## src/rtl/acondicionador_botones.sv

```systemverilog
// -----------------------------------------------------------------------------
// acondicionador_botones
//   Turns two raw, bouncy, asynchronous push-button levels (food / medicine)
//   into clean registered events for the pet state/mode machine:
//     - Estable_*  : debounced button level
//     - Pulso_*    : one-cycle short-press event, emitted as the level falls
//     - Largo_*    : one-cycle long-press event once held LONG_CYCLES
//   Both channels are identical and independent.
//
//   Ports:
//     clk                 system clock
//     reset               asynchronous active-high reset
//     Boton_Comida_raw    raw food button, 1 = pressed
//     Boton_Medicina_raw  raw medicine button, 1 = pressed
//     Estable_Comida/Medicina, Pulso_Comida/Medicina, Largo_Comida/Medicina
//
//   Optional feature macro: AUTOREPEAT_EN
//     When defined, a held long press re-fires Largo every REPEAT_CYCLES.
// -----------------------------------------------------------------------------

// One button channel: 2-flop synchronizer + debounce / hold FSM.
module acondicionador_canal #(
    parameter int DEBOUNCE_CYCLES = 4,
    parameter int LONG_CYCLES     = 20,
    parameter int REPEAT_CYCLES   = 8
) (
    input  logic clk,
    input  logic reset,
    input  logic raw,
    output logic estable,
    output logic pulso,
    output logic largo
);
    localparam int DW = $clog2(DEBOUNCE_CYCLES) + 1;
    localparam int HW = $clog2(LONG_CYCLES) + 1;
    localparam logic [DW-1:0] DEB_ULT  = DW'(DEBOUNCE_CYCLES - 1);
    localparam logic [HW-1:0] LONG_ULT = HW'(LONG_CYCLES - 1);

    if (DEBOUNCE_CYCLES < 1 || LONG_CYCLES < 2 || REPEAT_CYCLES < 1) begin : g_param_invalid
        $error("acondicionador_canal: invalid cycle parameters");
    end

    typedef enum logic [2:0] {
        REPOSO,
        FILTRO_ALTO,
        PRESIONADO,
        LARGO,
        FILTRO_BAJO
    } estado_t;

    logic            s1_q, s2_q;
    logic            s;
    estado_t         estado_q, estado_d;
    logic [DW-1:0]   deb_cnt_q, deb_cnt_d;
    logic [HW-1:0]   hold_cnt_q, hold_cnt_d;
    logic            fue_largo_q, fue_largo_d;
    logic            estable_q, estable_d;
    logic            pulso_q, pulso_d;
    logic            largo_q, largo_d;
`ifdef AUTOREPEAT_EN
    localparam int RW = $clog2(REPEAT_CYCLES) + 1;
    localparam logic [RW-1:0] REP_ULT = RW'(REPEAT_CYCLES - 1);
    logic [RW-1:0]   rep_cnt_q, rep_cnt_d;
`endif

    assign s = s2_q;

    always_ff @(posedge clk or posedge reset) begin
        if (reset) begin
            s1_q        <= 1'b0;
            s2_q        <= 1'b0;
            estado_q    <= REPOSO;
            deb_cnt_q   <= '0;
            hold_cnt_q  <= '0;
            fue_largo_q <= 1'b0;
            estable_q   <= 1'b0;
            pulso_q     <= 1'b0;
            largo_q     <= 1'b0;
`ifdef AUTOREPEAT_EN
            rep_cnt_q   <= '0;
`endif
        end else begin
            s1_q        <= raw;
            s2_q        <= s1_q;
            estado_q    <= estado_d;
            deb_cnt_q   <= deb_cnt_d;
            hold_cnt_q  <= hold_cnt_d;
            fue_largo_q <= fue_largo_d;
            estable_q   <= estable_d;
            pulso_q     <= pulso_d;
            largo_q     <= largo_d;
`ifdef AUTOREPEAT_EN
            rep_cnt_q   <= rep_cnt_d;
`endif
        end
    end

    always_comb begin
        estado_d    = estado_q;
        deb_cnt_d   = deb_cnt_q;
        hold_cnt_d  = hold_cnt_q;
        fue_largo_d = fue_largo_q;
        estable_d   = estable_q;
        pulso_d     = 1'b0;
        largo_d     = 1'b0;
`ifdef AUTOREPEAT_EN
        rep_cnt_d   = rep_cnt_q;
`endif
        case (estado_q)
            REPOSO: begin
                estable_d = 1'b0;
                if (s) begin
                    estado_d  = FILTRO_ALTO;
                    deb_cnt_d = '0;
                end
            end
            FILTRO_ALTO: begin
                if (!s) begin
                    estado_d = REPOSO;
                end else if (deb_cnt_q == DEB_ULT) begin
                    estado_d    = PRESIONADO;
                    estable_d   = 1'b1;
                    hold_cnt_d  = '0;
                    fue_largo_d = 1'b0;
                end else begin
                    deb_cnt_d = deb_cnt_q + 1'b1;
                end
            end
            PRESIONADO: begin
                if (!s) begin
                    estado_d  = FILTRO_BAJO;
                    deb_cnt_d = '0;
                end else if (hold_cnt_q == LONG_ULT) begin
                    estado_d    = LARGO;
                    fue_largo_d = 1'b1;
                    largo_d     = 1'b1;
`ifdef AUTOREPEAT_EN
                    rep_cnt_d   = '0;
`endif
                end else if (hold_cnt_q != '1) begin
                    hold_cnt_d = hold_cnt_q + 1'b1;
                end
            end
            LARGO: begin
                if (!s) begin
                    estado_d  = FILTRO_BAJO;
                    deb_cnt_d = '0;
                end
`ifdef AUTOREPEAT_EN
                else if (rep_cnt_q == REP_ULT) begin
                    largo_d   = 1'b1;
                    rep_cnt_d = '0;
                end else begin
                    rep_cnt_d = rep_cnt_q + 1'b1;
                end
`endif
            end
            FILTRO_BAJO: begin
                // A bounce back to 1 resumes the press; hold/repeat counters
                // were frozen here so only the low cycles shift the timing.
                if (s) begin
                    estado_d = fue_largo_q ? LARGO : PRESIONADO;
                end else if (deb_cnt_q == DEB_ULT) begin
                    estado_d  = REPOSO;
                    estable_d = 1'b0;
                    pulso_d   = !fue_largo_q;
                end else begin
                    deb_cnt_d = deb_cnt_q + 1'b1;
                end
            end
            default: estado_d = REPOSO;
        endcase
    end

    assign estable = estable_q;
    assign pulso   = pulso_q;
    assign largo   = largo_q;
endmodule

module acondicionador_botones #(
    parameter int DEBOUNCE_CYCLES = 4,
    parameter int LONG_CYCLES     = 20,
    parameter int REPEAT_CYCLES   = 8
) (
    input  logic clk,
    input  logic reset,
    input  logic Boton_Comida_raw,
    input  logic Boton_Medicina_raw,
    output logic Estable_Comida,
    output logic Estable_Medicina,
    output logic Pulso_Comida,
    output logic Pulso_Medicina,
    output logic Largo_Comida,
    output logic Largo_Medicina
);
    acondicionador_canal #(
        .DEBOUNCE_CYCLES(DEBOUNCE_CYCLES),
        .LONG_CYCLES    (LONG_CYCLES),
        .REPEAT_CYCLES  (REPEAT_CYCLES)
    ) u_comida (
        .clk    (clk),
        .reset  (reset),
        .raw    (Boton_Comida_raw),
        .estable(Estable_Comida),
        .pulso  (Pulso_Comida),
        .largo  (Largo_Comida)
    );

    acondicionador_canal #(
        .DEBOUNCE_CYCLES(DEBOUNCE_CYCLES),
        .LONG_CYCLES    (LONG_CYCLES),
        .REPEAT_CYCLES  (REPEAT_CYCLES)
    ) u_medicina (
        .clk    (clk),
        .reset  (reset),
        .raw    (Boton_Medicina_raw),
        .estable(Estable_Medicina),
        .pulso  (Pulso_Medicina),
        .largo  (Largo_Medicina)
    );
endmodule
```

## config.mk

```make
export PLATFORM = sky130hd
export DESIGN_NAME = acondicionador_botones
export DESIGN_NICKNAME = d
export VERILOG_FILES = /design/src/rtl/acondicionador_botones.sv
export SDC_FILE = /design/constraint.sdc
export NUM_CORES = 1
export LEC_CHECK = 0
export BUFFER_PORTS_ARGS = -buffer_cell sky130_fd_sc_hd__clkbuf_2
export CORE_UTILIZATION = 47
export CTS_CLUSTER_SIZE = 14
export DETAILED_ROUTE_END_ITERATION = 10
export GPL_TIMING_DRIVEN = 0
export PLACE_DENSITY = 0.61
export SLEW_MARGIN = 20
export SYNTH_ARGS = -nofsm -noshare
export SYNTH_HDL_FRONTEND = slang
export SYNTH_SLANG_ARGS = --single-unit
```

## constraint.sdc

```tcl
create_clock -name clk -period 2.8 [get_ports clk]
set_input_delay 0.42 -clock clk [delete_from_list [all_inputs] [get_ports clk]]
set_output_delay 0.42 -clock clk [all_outputs]
set_load 0.01 [all_outputs]
```

==> flow_metrics.py, run 1 <==
metrics = {
    "status": {
        "outcome": "complete, no violations",
    },
    "synth": {
        "synth_cell_type_count": 53,
        "synthTopCellsByArea": "dfrtp_1, o21ai_0, ha_1",
        "synth_ff_type": "dfrtp_1",
        "synthTopCellsByCount": "dfrtp_1, o21ai_0, inv_1",
        "syn_inst": 211,
        "synth_area_um2": 1970,
        "ys_warn_count": 0,
        "async_flop_share_pct": 100,
        "synth.net_count": 221,
        "yosysTopAreaCell": "dfrtp_1",
        "syn_avg_cell_area_um2": 9.36,
        "netlist.area_leader.share_pct": 45.6,
        "synth_seq_area_share_pct": 45.6,
        "synth_seq_cells": 36,
        "yosysMostFrequentCell": "dfrtp_1",
        "synth_edf_count": 0,
    },
    "timing": {
        "final.setup.worst_slack_ns": 0.988,
        "slew-limit-headroom_pct": 50.0,
        "fin_crit_ns": 1.81,
        "tns_ns": 0,
        "hold_ws_ns": 0.231,
        "worst_pin_slew_ns": 0.748,
        "finalHoldViolations": 0,
        "setup_viol": 0,
        "skew_ns": 0.0133,
        "drv_slew": 0,
        "max_freq_mhz": 552,
        "rsz0062_at_grt": "false",
        "min_period_over_period_pct": 64.7,
    },
    "cts": {
        "cts_tree": "yes",
        "cts_buffers": 5,
        "cts_resized": 0,
        "clock-sinks": 36,
        "cts_setup_buffers": 0,
        "cts.htree.levels": 2,
        "ctsHoldBuffers": 0,
        "worst_setup_hold_path_clk_slew_ns": 0.08,
        "clock_latency_ns": 0.30,
        "clockBufferDepth": 2,
        "cts_root_buf": "clkbuf_8",
    },
    "layout": {
        "drive_gt1_share_pct": 13.2,
        "nets": 237,
        "multi_input_area_um2": 965,
        "syn2layout_area_growth_pct": 10.2,
        "fin_cells": 278,
        "seqCellArea_um2": 901,
        "fillers": 381,
        "antenna_cells": 0,
        "finalCoreUtilization_pct": 54.0,
    },
    "power_and_ir_drop": {
        "power_frac_seq_pct": 44.0,
        "p_sw_share_pct": 34.1,
        "p_clk_share_pct": 26.0,
        "p_leak_uw": 0.000972,
        "ir_drop_v": 0.000400,
        "p_comb_share_pct": 30.0,
        "power.density_nw_per_um2": 698,
        "p_int_uw": 1000,
        "p_sw_uw": 519,
    },
    "drt": {
        "drt_first_pass_iters": 4,
        "wl_um": 4110,
        "wl_per_cell_um": 14.8,
        "vias_per_cell": 5.94,
        "drc_errors": 0,
        "detail-route-antenna-nets": 0,
        "vias": 1650,
        "drt_iter0_drc": 123,
    },
    "setup_path": {
        "cp_max_fo": 10,
        "r2r_slack_ns": 0.99,
        "worstPathArrival_ns": 1.99,
        "required_ns": 2.98,
        "crit_path_end_kind": "register",
        "critPathKind": "register to register",
        "startpoint_type": "register",
    },
    "placed_design": {
        "dp_slack_ns": 1.00,
        "place_hpwl_um": 2860,
        "portBuffers": 9,
        "dp_cells": 270,
        "routabilityCongestion": 0.852,
    },
    "global_route": {
        "grt_max_degree": 37,
        "grt_pass1_wl_um": 6810,
        "gr-total-overflow": 0,
        "grt_usage_pct": 20.5,
        "antenna_found_initial": 0,
        "grt_pass1_vias": 1558,
    },
    "die": {
        "initial_core_util_pct": 49.0,
        "rows": 23,
        "num_io_pins": 10,
        "die_area_um2": 4460,
        "die_w_um": 66.8,
        "placeableCoreArea_um2": 4030,
        "die_h_um": 66.8,
    },
    "job": {
        "drv_cap": 0,
    },
    "hold_path": {
        "worstHoldPathType": "input pin to asynchronous set/reset pin",
    },
}
==> cells in the final DEF (no fill, tap or decap), types with 3 or more instances in the layout <==
master and count:
a21o_1 3, a21oi_1 8, a31o_2 3, a31oi_1 6, and3_1 6, buf_2 3, clkbuf_1 7, clkbuf_2 9
clkbuf_8 6, dfrtp_1 36, ha_1 6, inv_1 15, nand2_1 15, nand2b_1 7, nand3_1 9, nor2_1 13
nor2b_1 3, nor3_1 6, nor4_1 3, o21ai_0 17
==> stage by stage <==
stage / instance area, µm² / total power, µW
after floorplan: 1970 / 1020
after global placement: 2080 / 1110
after detailed placement: 2080 / 1130
after CTS: 2180 / 1520
after global routing: 2180 / 1620
final: 2180 / 1520
==> power groups by stage <==
stage	clock (µW)	combinational [µW]	sequential, µW
2_1_floorplan	0	362	662
3_3_place_gp	0	434	672
3_5_place_dp	0	455	679
4_1_cts	396	457	669
5_1_grt	419	518	680
6_report	395	456	668
==> worst paths after layout <==
path | startpoint | endpoint | cells after the start
max | u_comida.estado_q[0]$_DFFE_PP0P_ | u_comida.deb_cnt_q[1]$_DFFE_PP0P_ | 4
min | reset | u_medicina.estado_q[0]$_DFFE_PP0P_ | 2
max reg2reg | u_comida.estado_q[0]$_DFFE_PP0P_ | u_comida.deb_cnt_q[1]$_DFFE_PP0P_ | 4
max in group asynchronous | reset | u_medicina.hold_cnt_q[2]$_DFFE_PP0P_ | 2
min reg2reg | u_medicina.s1_q$_DFF_PP0_ | u_medicina.s$_DFF_PP0_ | 0
min in group clk | Boton_Comida_raw | u_comida.s1_q$_DFF_PP0_ | 1
==> metal layers <==
layer  global-route usage, %  share of wire [%]  up-vias
li1                        -                  -      802
met3                    4.97                3.6        9
met5                       0                  0        -
met2                    31.8                 46       38
met1                    27.3                 49      801
met4                    8.24                1.9        0
==> flip-flops by register name, summed over array words and instances (netlist names), 3 cells and up <==
name                   count
u_comida.deb_cnt_q         3
u_comida.estado_q          3
u_comida.hold_cnt_q        6
u_medicina.deb_cnt_q       3
u_medicina.estado_q        3
u_medicina.hold_cnt_q      6
==> worst max-delay path, cell delays in order, from the launching register on <==
cell and delay [ns]:
dfrtp_1 0.37, clkbuf_1 0.20, or2_2 0.37, o32ai_1 0.37, mux2_2 0.38
==> area by class of cell <==
cell class                 instances  area share [%]
multi-input combinational        149            44.3
sequential                        36            41.4
inverter                          16            2.76
tap                               50            2.88
clock buffer                       7            3.97
timing repair buffer               9            2.07
buffer                            10            2.24
clock inverter                     1           0.345
==> logic make-up (layout without fill, tap and decap cells) <==
logic type / count (synthesis) / count (layout) / share of synthesized area, %
xor+xnor: 2 / 2 / 0.887
flops: 36 / 36 / 45.6
mux: 3 / 3 / 1.65
simple gates: 76 / 76 / 20.9
fa+ha+maj: 6 / 6 / 3.80
compound gates: 62 / 62 / 21.6
buf+inv: 26 / 43 / 5.51
(Power assumes the default switching activity.)
==> inputs of run 2 (changes only) <==
--- a/config.mk
+++ b/config.mk
@@ -10,7 +10,7 @@
 export CTS_CLUSTER_SIZE = 14
 export DETAILED_ROUTE_END_ITERATION = 10
 export GPL_TIMING_DRIVEN = 0
-export PLACE_DENSITY = 0.61
+export PLACE_DENSITY = 0.63
 export SLEW_MARGIN = 20
 export SYNTH_ARGS = -nofsm -noshare
 export SYNTH_HDL_FRONTEND = slang
==> constraint.sdc (replaced) <==
create_clock -name clk -period 1.65 [get_ports clk]
set_input_delay 0.2475 -clock clk [delete_from_list [all_inputs] [get_ports clk]]
set_output_delay 0.2475 -clock clk [all_outputs]
set_load 0.01 [all_outputs]
==> flow_metrics.py, run 2 (synthesis gave the netlist of run 1 again) <==
metrics = {
    "timing": {
        "final.setup.worst_slack_ns": -0.0352,
        "min_period_over_period_pct": 102,
        "setup_viol": 2,
        "rsz0062_at_grt": "true",
        "slew-limit-headroom_pct": 51.0,
        "skew_ns": 0.00432,
        "tns_ns": -0.0508,
        "finalHoldViolations": 0,
        "worst_pin_slew_ns": 0.733,
        "fin_crit_ns": 1.69,
        "max_freq_mhz": 593,
        "hold_ws_ns": 0.0713,
        "drv_slew": 0,
    },
    "power_and_ir_drop": {
        "p_comb_share_pct": 35.6,
        "finalPower_uw": 2820,
        "power.density_nw_per_um2": 1200,
        "power_frac_seq_pct": 40.8,
        "p_int_uw": 1880,
        "ir_drop_v": 0.000592,
        "p_clk_share_pct": 23.7,
        "p_sw_uw": 946,
        "p_sw_share_pct": 33.5,
        "p_leak_uw": 0.00104,
    },
    "cts": {
        "clock-sinks": 36,
        "cts.htree.levels": 2,
        "ctsHoldBuffers": 0,
        "cts_tree": "yes",
        "clockBufferDepth": 2,
        "worst_setup_hold_path_clk_slew_ns": 0.07,
        "clock_latency_ns": 0.28,
        "cts_root_buf": "clkbuf_8",
        "cts_buffers": 5,
    },
    "drt": {
        "wl_per_cell_um": 15.3,
        "drc_errors": 0,
        "vias_per_cell": 5.87,
        "vias": 1680,
        "wl_um": 4380,
        "drt_first_pass_iters": 5,
        "drt_iter0_drc": 125,
        "detail-route-antenna-nets": 0,
    },
    "die": {
        "die_h_um": 66.8,
        "rows": 23,
        "placeableCoreArea_um2": 4030,
        "die_w_um": 66.8,
        "num_io_pins": 10,
        "die_area_um2": 4460,
        "initial_core_util_pct": 49.0,
    },
    "setup_path": {
        "crit_path_end_kind": "register",
        "startpoint_type": "register",
        "reg2reg_from": "u_medicina.estado_q[2]$_DFFE_PP0P_",
        "critPathLaunch": "u_medicina.estado_q[2]$_DFFE_PP0P_",
        "worstPathArrival_ns": 1.89,
        "cp_max_fo": 5,
        "critPathKind": "register to register",
        "required_ns": 1.85,
    },
    "layout": {
        "final_common_cell": "dfrtp_1",
        "seqCellArea_um2": 902,
        "drive_gt1_share_pct": 22.9,
        "top_regs": "u_comida.hold_cnt_q: 6 flops, u_medicina.hold_cnt_q: 6 flops",
        "layout_common_cells": "dfrtp_1, inv_1, o21ai_0",
        "antenna_cells": 0,
        "nets": 246,
        "fin_cells": 286,
        "multi_input_area_um2": 1070,
        "fillers": 341,
        "syn2layout_area_growth_pct": 19.5,
    },
    "global_route": {
        "grt_pass1_wl_um": 7310,
        "grt_pass1_vias": 1580,
        "grt_usage_pct": 21.9,
        "gr-total-overflow": 0,
        "grt_max_degree": 37,
        "antenna_found_initial": 0,
    },
    "placed_design": {
        "place_hpwl_um": 2800,
        "portBuffers": 9,
        "routabilityCongestion": 0.855,
        "dp_cells": 270,
    },
    "status": {
        "violations": "setup timing",
        "outcome": "complete, but fails checks",
    },
    "job": {
        "drv_cap": 0,
    },
    "hold_path": {
        "worstHoldPathType": "input pin to asynchronous set/reset pin",
    },
}
[run 2: changes by cell type in the layout (fill, tap and decap cells not counted), moves of 2 or more]
| cell | delta |
|---|---|
| ha_1 | -4 |
| buf_4 | +12 |
| o21ai_1 | +2 |
| clkbuf_1 | -4 |
| ha_4 | +3 |
| or3b_4 | +2 |
| o21ai_0 | -2 |
[run 2: power by group through the flow]
stage | clock network (µW) | logic, µW | registers (µW)
2_1_floorplan | 0 | 624 | 1120
3_3_place_gp | 0 | 742 | 1140
3_5_place_dp | 0 | 785 | 1150
4_1_cts | 688 | 884 | 1150
5_1_grt | 732 | 1130 | 1170
6_report | 668 | 1000 | 1150
[run 2: per-layer routing]
layer  vias to the layer above  global-route usage, %  part of all wire, %
met4                         0                   6.91                  1.6
li1                        815                      -                    -
met5                         -                      0                    0
met2                        46                   35.0                   49
met1                       806                   28.6                   46
met3                        13                   5.82                  3.5
[run 2: layout make-up]
class                      count  area share, %
multi-input combinational    149           45.4
sequential                    36           38.2
timing repair buffer          21           5.73
clock buffer                   7           4.08
tap                           50           2.65
inverter                      16           2.55
buffer                         7           1.33
[run 2: stage by stage]
stage / setup WS [ns] / utilization [%] / cell area (µm²)
floorplan: 0.0250 / - / 1980
detailed placement: -0.196 / 51.9 / 2090
global placement: -0.115 / 51.9 / 2090
CTS: -0.0515 / 56.8 / 2290
finish: -0.0352 / 58.6 / 2360
global route: -0.100 / 58.6 / 2360
[run 2: final timing paths]
check                                                  endpoint  slack, ns  cells past startpoint
setup / recovery            u_medicina.deb_cnt_q[1]$_DFFE_PP0P_      -0.04                      4
hold / removal             u_medicina.hold_cnt_q[1]$_DFFE_PP0P_       0.07                      2
setup reg to reg            u_medicina.deb_cnt_q[1]$_DFFE_PP0P_      -0.04                      4
hold reg to reg                          u_medicina.s$_DFF_PP0_       0.36                      0
max in group asynchronous      u_comida.estado_q[0]$_DFFE_PP0P_       1.07                      2
min in group clk                      u_medicina.s1_q$_DFF_PP0_       0.07                      1
[run 2: worst max-delay path, stage by stage (launching register included)]
cell       delay [ns]
dfrtp_1          0.41
or3b_4           0.42
a2bb2oi_4        0.16
or4b_1           0.51
o21ai_1          0.11
[run 2: what timing repair did]
| item | CTS | global route |
|---|---|---|
| buffers inserted | 4 | 8 |
| pin swaps | 9 | 6 |
| endpoints found under the setup margin | 12 | 10 |
| gates resized for setup | 16 | 8 |
==> inputs of run 3 (changes only) <==
--- a/config.mk
+++ b/config.mk
@@ -6,6 +6,7 @@
 export NUM_CORES = 1
 export LEC_CHECK = 0
 export BUFFER_PORTS_ARGS = -buffer_cell sky130_fd_sc_hd__clkbuf_2
+export CORE_ASPECT_RATIO = 0.6
 export CORE_UTILIZATION = 47
 export CTS_CLUSTER_SIZE = 14
 export DETAILED_ROUTE_END_ITERATION = 10
==> flow_metrics.py, run 3 (synthesis gave the netlist of run 1 again) <==
metrics = {
    "setup_path": {
        "startpoint_type": "register",
        "required_ns": 1.86,
        "cp_max_fo": 8,
        "critPathKind": "register to register",
        "crit_path_end_kind": "register",
        "worstPathArrival_ns": 1.91,
    },
    "drt": {
        "wl_um": 4670,
        "detail-route-antenna-nets": 0,
        "wl_per_cell_um": 16.1,
        "drt_first_pass_iters": 4,
        "vias_per_cell": 5.89,
        "drt_iter0_drc": 146,
        "drc_errors": 0,
        "vias": 1709,
    },
    "die": {
        "rows": 17,
        "initial_core_util_pct": 51.3,
        "die_w_um": 85.7,
        "die_h_um": 52.2,
        "num_io_pins": 10,
        "die_area_um2": 4470,
        "placeableCoreArea_um2": 3850,
    },
    "layout": {
        "top_regs": "u_comida.hold_cnt_q: 6 flops, u_medicina.hold_cnt_q: 6 flops",
        "final_common_cell": "dfrtp_1",
        "layout_common_cells": "dfrtp_1, inv_1, o21ai_0",
        "postLayoutCellArea_um2": 2380,
        "fillers": 317,
        "drive_gt1_share_pct": 24.9,
        "antenna_cells": 0,
        "syn2layout_area_growth_pct": 20.7,
        "nets": 243,
    },
    "cts": {
        "ctsHoldBuffers": 0,
        "clock-sinks": 36,
        "clock_latency_ns": 0.29,
        "cts_root_buf": "clkbuf_8",
        "clockBufferDepth": 2,
        "cts_tree": "yes",
        "cts_buffers": 5,
        "cts.htree.levels": 2,
        "worst_setup_hold_path_clk_slew_ns": 0.07,
    },
    "hold_path": {
        "worstHoldPathType": "input pin to register",
    },
    "status": {
        "violations": "setup timing",
        "outcome": "complete, but fails checks",
    },
    "global_route": {
        "gr-total-overflow": 0,
        "antenna_found_initial": 0,
        "grt_pass1_vias": 1577,
        "grt_usage_pct": 23.2,
        "grt_max_degree": 37,
        "grt_pass1_wl_um": 7670,
    },
    "placed_design": {
        "routabilityCongestion": 0.903,
        "place_hpwl_um": 3100,
        "dp_slack_ns": -0.161,
        "post_dp_cell_area_um2": 2100,
        "portBuffers": 9,
    },
    "timing": {
        "hold_ws_ns": 0.0627,
        "worst_pin_slew_ns": 0.752,
        "finalHoldViolations": 0,
        "max_freq_mhz": 588,
        "drv_slew": 0,
        "fin_crit_ns": 1.70,
        "skew_ns": 0.00315,
        "slew-limit-headroom_pct": 49.8,
        "min_period_over_period_pct": 103,
        "tns_ns": -0.0994,
        "rsz0062_at_grt": "true",
        "final.setup.worst_slack_ns": -0.0517,
        "setup_viol": 3,
    },
    "power_and_ir_drop": {
        "power.density_nw_per_um2": 1190,
        "ir_drop_v": 0.000761,
        "p_leak_uw": 0.00105,
    },
    "job": {
        "drv_cap": 0,
    },
}
-- run 3: final cells by class --
type | count | area, µm² | share of cell area [%]
inverter | 16 | 60.1 | 2.52
multi-input combinational | 149 | 1110 | 46.4
tap | 57 | 71.3 | 2.99
timing repair buffer | 17 | 105 | 4.41
sequential | 36 | 902 | 37.8
clock buffer | 7 | 96.3 | 4.04
buffer | 8 | 42.5 | 1.78
-- run 3: metal layers --
| layer | GRT usage [%] | wire length, µm | vias to the layer above |
|---|---|---|---|
| li1 | - | - | 814 |
| met3 | 5.67 | 197 | 6 |
| met4 | 8.33 | 58 | 0 |
| met2 | 33.6 | 2020 | 49 |
| met1 | 33.7 | 2390 | 840 |
| met5 | 0 | 0 | - |
-- run 3: power breakdown --
part	switching (µW)	total, µW	internal, µW
Sequential	125	1150	1020
Combinational	540	996	457
Clock	309	681	372
Total	974	2830	1850
-- run 3: what timing repair did --
action | 4_1_cts | 5_1_grt
gates resized for setup | 15 | 16
pin swaps | 3 | 8
buffers inserted | 0 | 8
cloned | 0 | 0
endpoints found under the setup margin | 13 | 15
-- run 3: worst max-delay path: stages (launching register included) --
cell	delay, ns
dfrtp_1	0.37
buf_6	0.13
or3b_4	0.39
a2bb2oi_4	0.16
or4_1	0.47
o21ai_1	0.10
-- run 3: stage by stage --
stage                     cells  total power (µW)  util, %
after floorplan             211              1750        -
after global placement      277              1890     54.5
after detailed placement    277              1950     54.5
after CTS                   282              2720     58.6
after global routing        290              3020     61.9
final                       290              2830     61.9
-- run 3: path summary, 6_finish.rpt --
| kind | from | to | slack (ns) | depth (start not counted) |
|---|---|---|---|---|
| setup / recovery | u_medicina.s$_DFF_PP0_ | u_medicina.deb_cnt_q[0]$_DFFE_PP0P_ | -0.05 | 5 |
| hold / removal | Boton_Comida_raw | u_comida.s1_q$_DFF_PP0_ | 0.06 | 1 |
| setup reg to reg | u_medicina.s$_DFF_PP0_ | u_medicina.deb_cnt_q[0]$_DFFE_PP0P_ | -0.05 | 5 |
| hold reg to reg | u_comida.s1_q$_DFF_PP0_ | u_comida.s$_DFF_PP0_ | 0.36 | 0 |
| max in group asynchronous | reset | u_comida.estado_q[0]$_DFFE_PP0P_ | 1.05 | 2 |
| min in group asynchronous | reset | u_medicina.hold_cnt_q[1]$_DFFE_PP0P_ | 0.07 | 2 |
